--- src/rtl/i2s_tx_feeder.sv ---
// rtl/i2s_tx_feeder.sv - Sample buffer that feeds PCM words into the I2S Tx data register over APB,
// polling the Tx_full status flag before every write.
module i2s_tx_feeder #(
    parameter int unsigned DEPTH     = 4,
    parameter logic [31:0] BASE_ADDR = 32'h0,
    parameter logic [31:0] TX_OFS    = 32'h4,
    parameter logic [31:0] STAT_OFS  = 32'h8,
    parameter int unsigned FULL_BIT  = 7,
    parameter int unsigned MAX_POLLS = 255
) (
    input  logic                     pclk,
    input  logic                     preset,
    input  logic                     enable,
    input  logic                     s_valid,
    output logic                     s_ready,
    input  logic [31:0]              s_data,
    output logic [31:0]              paddr,
    output logic                     pwrite,
    output logic                     penable,
    output logic [31:0]              pwdata,
    input  logic [31:0]              prdata,
    output logic [$clog2(DEPTH):0]   level,
    output logic                     busy,
    output logic                     stall
);
    localparam int AW = $clog2(DEPTH);
    localparam logic [7:0]  MAX_POLLS_C = 8'(MAX_POLLS);
    localparam logic [31:0] STAT_ADDR   = BASE_ADDR + STAT_OFS;
    localparam logic [31:0] TX_ADDR     = BASE_ADDR + TX_OFS;

    typedef enum logic [2:0] {
        IDLE, POLL_SETUP, POLL_ACCESS, CHECK, WR_SETUP, WR_ACCESS
    } state_t;

    state_t          state_q, state_d;
    logic [31:0]     mem_q [DEPTH];
    logic [AW-1:0]   wr_ptr_q, rd_ptr_q;
    logic [AW:0]     count_q, count_d;
    logic            push, pop;
    logic            full_q;
    logic [7:0]      poll_cnt_q, poll_cnt_d;
    logic            stall_q, stall_d;
    logic [31:0]     paddr_q, paddr_d, pwdata_q, pwdata_d;
    logic            pwrite_q, pwrite_d, penable_q, penable_d;
    logic            prdata_unused;

    assign prdata_unused = ^prdata;

    assign s_ready = (count_q < (AW+1)'(DEPTH));
    assign push    = s_valid && s_ready;
    assign pop     = (state_q == WR_ACCESS);

    always_comb begin
        count_d = count_q;
        case ({push, pop})
            2'b10:   count_d = count_q + 1'b1;
            2'b01:   count_d = count_q - 1'b1;
            default: count_d = count_q;
        endcase
    end

    always_ff @(posedge pclk) begin
        if (push) begin
            mem_q[wr_ptr_q] <= s_data;
        end
    end

    always_ff @(posedge pclk) begin
        if (preset) begin
            wr_ptr_q <= '0;
            rd_ptr_q <= '0;
            count_q  <= '0;
        end else begin
            if (push) wr_ptr_q <= wr_ptr_q + 1'b1;
            if (pop)  rd_ptr_q <= rd_ptr_q + 1'b1;
            count_q <= count_d;
        end
    end

    always_comb begin
        state_d    = state_q;
        poll_cnt_d = poll_cnt_q;
        stall_d    = stall_q;
        paddr_d    = paddr_q;
        pwrite_d   = pwrite_q;
        pwdata_d   = pwdata_q;
        penable_d  = 1'b0;
        case (state_q)
            IDLE:        if (enable && count_q != '0) state_d = POLL_SETUP;
            POLL_SETUP:  state_d = POLL_ACCESS;
            POLL_ACCESS: state_d = CHECK;
            CHECK: begin
                if (full_q) begin
                    if (poll_cnt_q != MAX_POLLS_C) poll_cnt_d = poll_cnt_q + 8'd1;
                    if (poll_cnt_d == MAX_POLLS_C) stall_d = 1'b1;
                    state_d = enable ? POLL_SETUP : IDLE;
                end else begin
                    state_d = WR_SETUP;
                end
            end
            WR_SETUP:    state_d = WR_ACCESS;
            WR_ACCESS: begin
                poll_cnt_d = 8'd0;
                stall_d    = 1'b0;
                state_d    = (enable && count_d != '0) ? POLL_SETUP : IDLE;
            end
            default:     state_d = IDLE;
        endcase

        // Bus outputs are registered, so they are loaded for the state being entered.
        case (state_d)
            IDLE:        pwrite_d = 1'b0;
            POLL_SETUP: begin
                paddr_d  = STAT_ADDR;
                pwrite_d = 1'b0;
            end
            WR_SETUP: begin
                paddr_d  = TX_ADDR;
                pwrite_d = 1'b1;
                pwdata_d = mem_q[rd_ptr_q];
            end
            POLL_ACCESS, WR_ACCESS: penable_d = 1'b1;
            default: ;
        endcase
    end

    always_ff @(posedge pclk) begin
        if (preset) begin
            state_q    <= IDLE;
            full_q     <= 1'b0;
            poll_cnt_q <= 8'd0;
            stall_q    <= 1'b0;
            paddr_q    <= 32'd0;
            pwrite_q   <= 1'b0;
            penable_q  <= 1'b0;
            pwdata_q   <= 32'd0;
        end else begin
            state_q    <= state_d;
            if (state_q == POLL_ACCESS) full_q <= prdata[FULL_BIT];
            poll_cnt_q <= poll_cnt_d;
            stall_q    <= stall_d;
            paddr_q    <= paddr_d;
            pwrite_q   <= pwrite_d;
            penable_q  <= penable_d;
            pwdata_q   <= pwdata_d;
        end
    end

    assign paddr   = paddr_q;
    assign pwrite  = pwrite_q;
    assign penable = penable_q;
    assign pwdata  = pwdata_q;
    assign level   = count_q;
    assign busy    = (state_q != IDLE);
    assign stall   = stall_q;
endmodule
--- config.mk ---
export PLATFORM = sky130hd
export DESIGN_NAME = i2s_tx_feeder
export DESIGN_NICKNAME = d
export VERILOG_FILES = /design/src/rtl/i2s_tx_feeder.sv
export SDC_FILE = /design/constraint.sdc
export NUM_CORES = 1
export LEC_CHECK = 0
export ABC_CLOCK_PERIOD_IN_PS = 2100
export CAP_MARGIN = 5
export CORE_UTILIZATION = 48
export CTS_BUF_LIST = sky130_fd_sc_hd__clkbuf_4
export CTS_CLUSTER_SIZE = 25
export DETAILED_ROUTE_END_ITERATION = 8
export HOLD_SLACK_MARGIN = 0.06
export PLACE_DENSITY = 0.78
export SETUP_SLACK_MARGIN = 0.15
export SYNTH_ARGS = -nofsm -noshare
export SYNTH_HDL_FRONTEND = slang
export SYNTH_SLANG_ARGS = --single-unit
--- constraint.sdc ---
create_clock -name pclk -period 2.1 [get_ports pclk]
set_input_delay 0.42 -clock pclk [delete_from_list [all_inputs] [get_ports pclk]]
set_output_delay 0.42 -clock pclk [all_outputs]
set_load 0.05 [all_outputs]
==> impl_metrics.yaml <==
synthesis:
  synthArstFlopShare_pct: 0
  yosysWarnings: 0
  synth_compound_area_share_pct: 5.05
  ys_seq_area_share_pct: 67.9
  synthMostInstantiatedCell: "edfxtp_1"
  postSynthAreaPerCell_um2: 14.7
  synth.largest_area_cell: "edfxtp_1"
  synth_top_family_by_area: "multiplexers"
  synth_area_leaders: "edfxtp_1, dfxtp_1, mux4_2"
  netlist.area_leader.share_pct: 52.6
  ys_top_cells_by_count: "edfxtp_1, nand2_1, dfxtp_1, a21oi_1, buf_4"
  synth_cell_types: 55
  synthXorXnorAreaFrac_pct: 0.838
  synth_adder_area_share_pct: 1.30
  synthSimpleGateAreaFrac_pct: 8.55
  ys_seq_elements: 184
  synth_flop_cell: "edfxtp_1"
  synth_mux_area_share_pct: 10.6
  syn_inst: 497
  synth_edf_count: 128
  synth.cell_area_mm2: 0.00731
worst_setup_path:
  path_buf_inv: 2
  worstSetupStartpointType: "flop"
  worst_ep_required_time_ns: 2.61
  crit_arrival_ns: 2.66
  critPathSlowestCell: "fa_2"
  path_delay_family: "compound AO/OA/AOI/OAI gates"
  critical_path_class: "flop to flop"
  crit_path_end_kind: "flop"
  slowest_delay_ns: 0.51
  cp_max_fo: 3
  crit_chain: "nand3b_4, inv_4, ha_4, inv_2, fa_2, nor2b_4, a22o_1, a31oi_2, o31ai_2, o211a_1"
sta:
  setup-tns-final_ns: -0.106
  finalHoldViolations: 0
  period_minus_slack_ns: 2.15
  finClkSkew_ns: 0.0198
  max_slew.worst_pin.slew_ns: 0.515
  grt_setup_unrepaired: "true"
  period_share_pct: 102
  relSlewSlack_pct: 65.8
  setup_viol: 3
  slew_viol_final: 0
  timing.final.ws_setup_ns: -0.0517
  fmax_mhz: 465
cts:
  htree_num_levels: 4
  clockRootBuffer: "clkbuf_4"
  clock_sinks: 184
  cts_hold_buf: 0
  clock_latency_ns: 0.55
  cts.path.max_buffers: 2
  cts-buffers-inserted: 17
  tritoncts: "built"
  cts.clk_slew.worst_paths_ns: 0.15
floorplan:
  start_util_pct: 49.8
  pin_count: 140
  die_area_mm2: 0.0157
  fp.dieH_um: 125
  dieWidth_um: 125
  core_area_mm2: 0.0147
  num_rows: 44
pwr:
  p_seq_share_pct: 58.0
  p_leak_nw: 3.11
  clockPowerShare_pct: 29.8
  peakVddDrop_mv: 0.694
  p_sw_mw: 1.77
  powerDensity_mw_per_mm2: 807
  power.share.switching_pct: 25.1
  p_int_mw: 5.30
  pwr-share-comb_pct: 12.2
finish:
  design_area_mm2: 0.00876
  fillCellCount: 1125
  layout.nets: 674
  layout-drive-gt1-share_pct: 22.5
  syn2layout_area_growth_pct: 19.8
  multi_input_area_mm2: 0.00208
  ff_latch_area_mm2: 0.00498
  fin_cells: 797
global_routing:
  grt_max_degree: 30
  grt_pass1_wl_um: 21800
  grt_pass1_vias: 4219
  overflow: 0
  antenna_found_initial: 1
  grt_use_total_pct: 18.5
routing:
  wl_um: 13700
  wl_met3_um: 793
  ant_nets: 0
  met2RoutedLength_um: 6800
  routedWlPerCell_um: 17.2
  routed-via-count: 4165
  drt_pre_antenna_iters: 7
  vias_per_cell: 5.23
  drt_iter0_markers: 252
  route.detailed.drc: 10
  topRoutingLayerUsed: "met4"
  wl_met1_um: 5970
place:
  place_inst: 757
  portBuffers: 78
  dp_hpwl_um: 8900
  postPlaceCellArea_mm2: 0.00841
  gp_congestion: 0.785
flow_run:
  maxCapViolCount: 0
min_path:
  hp-class: "input pin to flop"
run_status:
  violations: "design-rule violations, negative setup slack"
  status: "finished, violations left"
==> power by group through the flow <==
stage               clock, mW  combinational, mW  sequential [mW]
CTS                      2.15              0.841             4.10
detailed placement          0              0.819             4.18
global placement            0              0.801             4.17
finish                   2.11              0.861             4.10
floorplan                   0              0.478             4.25
global route             2.30              0.913             4.12
==> worst reg2reg max path, delay by kind of cell (launching register included) <==
kind | cells | cell delay [ns]
fa+ha+maj | 2 | 0.63
flops | 1 | 0.35
buf+inv | 2 | 0.10
simple gates | 2 | 0.30
compound gates | 4 | 0.72
==> cells in the final DEF, fill, tap and decap left out, drive strengths merged, types with 2 or more instances in the layout <==
cell type / instances
a21oi: 39
mux2i: 4
xnor2: 3
clkdlybuf4s15: 13
dlygate4sd2: 20
bufinv: 3
or3: 2
nor2b: 3
xor2: 4
a31oi: 6
ha: 6
nand2: 78
nor2: 16
mux4: 32
conb: 30
edfxtp: 128
o21ai: 5
buf: 35
inv: 17
and2: 6
nor3: 5
nand3: 7
clkbuf: 28
clkinv: 3
nand2b: 3
o31ai: 2
and3: 2
clkdlybuf4s50: 35
dfxtp: 56
==> cells by family (layout without fill, tap and decap cells) <==
kind of cell | count (synthesis) | count (layout)
DFF | 184 | 184
and+or+nand+nor | 130 | 130
buffers and inverters | 68 | 154
AOI/OAI and AO/OA | 63 | 63
muxes | 37 | 37
adders and majority gates | 7 | 7
xor gates and xnor gates | 7 | 7
other | 1 | 31
==> per-layer routing <==
metal / track usage (%) / vias to the layer above
met2: 31.1 / 133
li1: - / 1969
met5: 0 / -
met4: 5.67 / 0
met1: 22.9 / 2053
met3: 5.56 / 10
==> what timing repair did <==
item | 4_1_cts | 5_1_grt
gates cloned | 0 | 0
hold endpoints to repair | 0 | 0
buffers inserted | 3 | 4
pin swaps | 7 | 3
resized for setup | 61 | 27
setup endpoints to repair | 45 | 22
==> per-stage QoR <==
step	util, %	hold WS, ns	power (mW)	setup slack (ns)
6_report	59.6	0.300	7.07	-0.0517
5_1_grt	59.6	0.258	7.32	-0.138
4_1_cts	59.4	0.246	7.09	-0.0731
3_5_place_dp	57.2	0.450	5.00	-0.556
3_3_place_gp	57.2	0.444	4.97	-0.495
2_1_floorplan	-	0.487	4.73	-0.110
==> final timing paths <==
path	start	endpoint	slack [ns]	cells after the start
hold reg to reg	pwdata[7]$_SDFFE_PP0N_	pwdata[7]$_SDFFE_PP0N_	0.46	2
setup / recovery	state_q[1]$_SDFF_PP0_	paddr[2]$_SDFFE_PP0P_	-0.05	10
hold / removal	preset	poll_cnt_q[1]$_SDFFE_PP0P_	0.30	2
setup reg to reg	state_q[1]$_SDFF_PP0_	paddr[2]$_SDFFE_PP0P_	-0.05	10
==> sequential cells by signal (all words and copies together) (netlist names) <==
signal      flops
full_q          1
level           3
mem_q         128
paddr           2
penable         1
poll_cnt_q      8
pwdata         32
pwrite          1
rd_ptr_q        2
stall           1
state_q         3
wr_ptr_q        2
==> final cells by class <==
type	instances	share of cell area, %
diodes	1	0.0286
clock inverters	11	1.87
flip-flops and latches	184	56.8
clock buffers	21	1.80
well taps	184	2.63
repair buffers	110	12.5
inverters	12	0.543
multi-input cells	274	23.8
No activity file was read; power rests on OpenSTA's default activity.
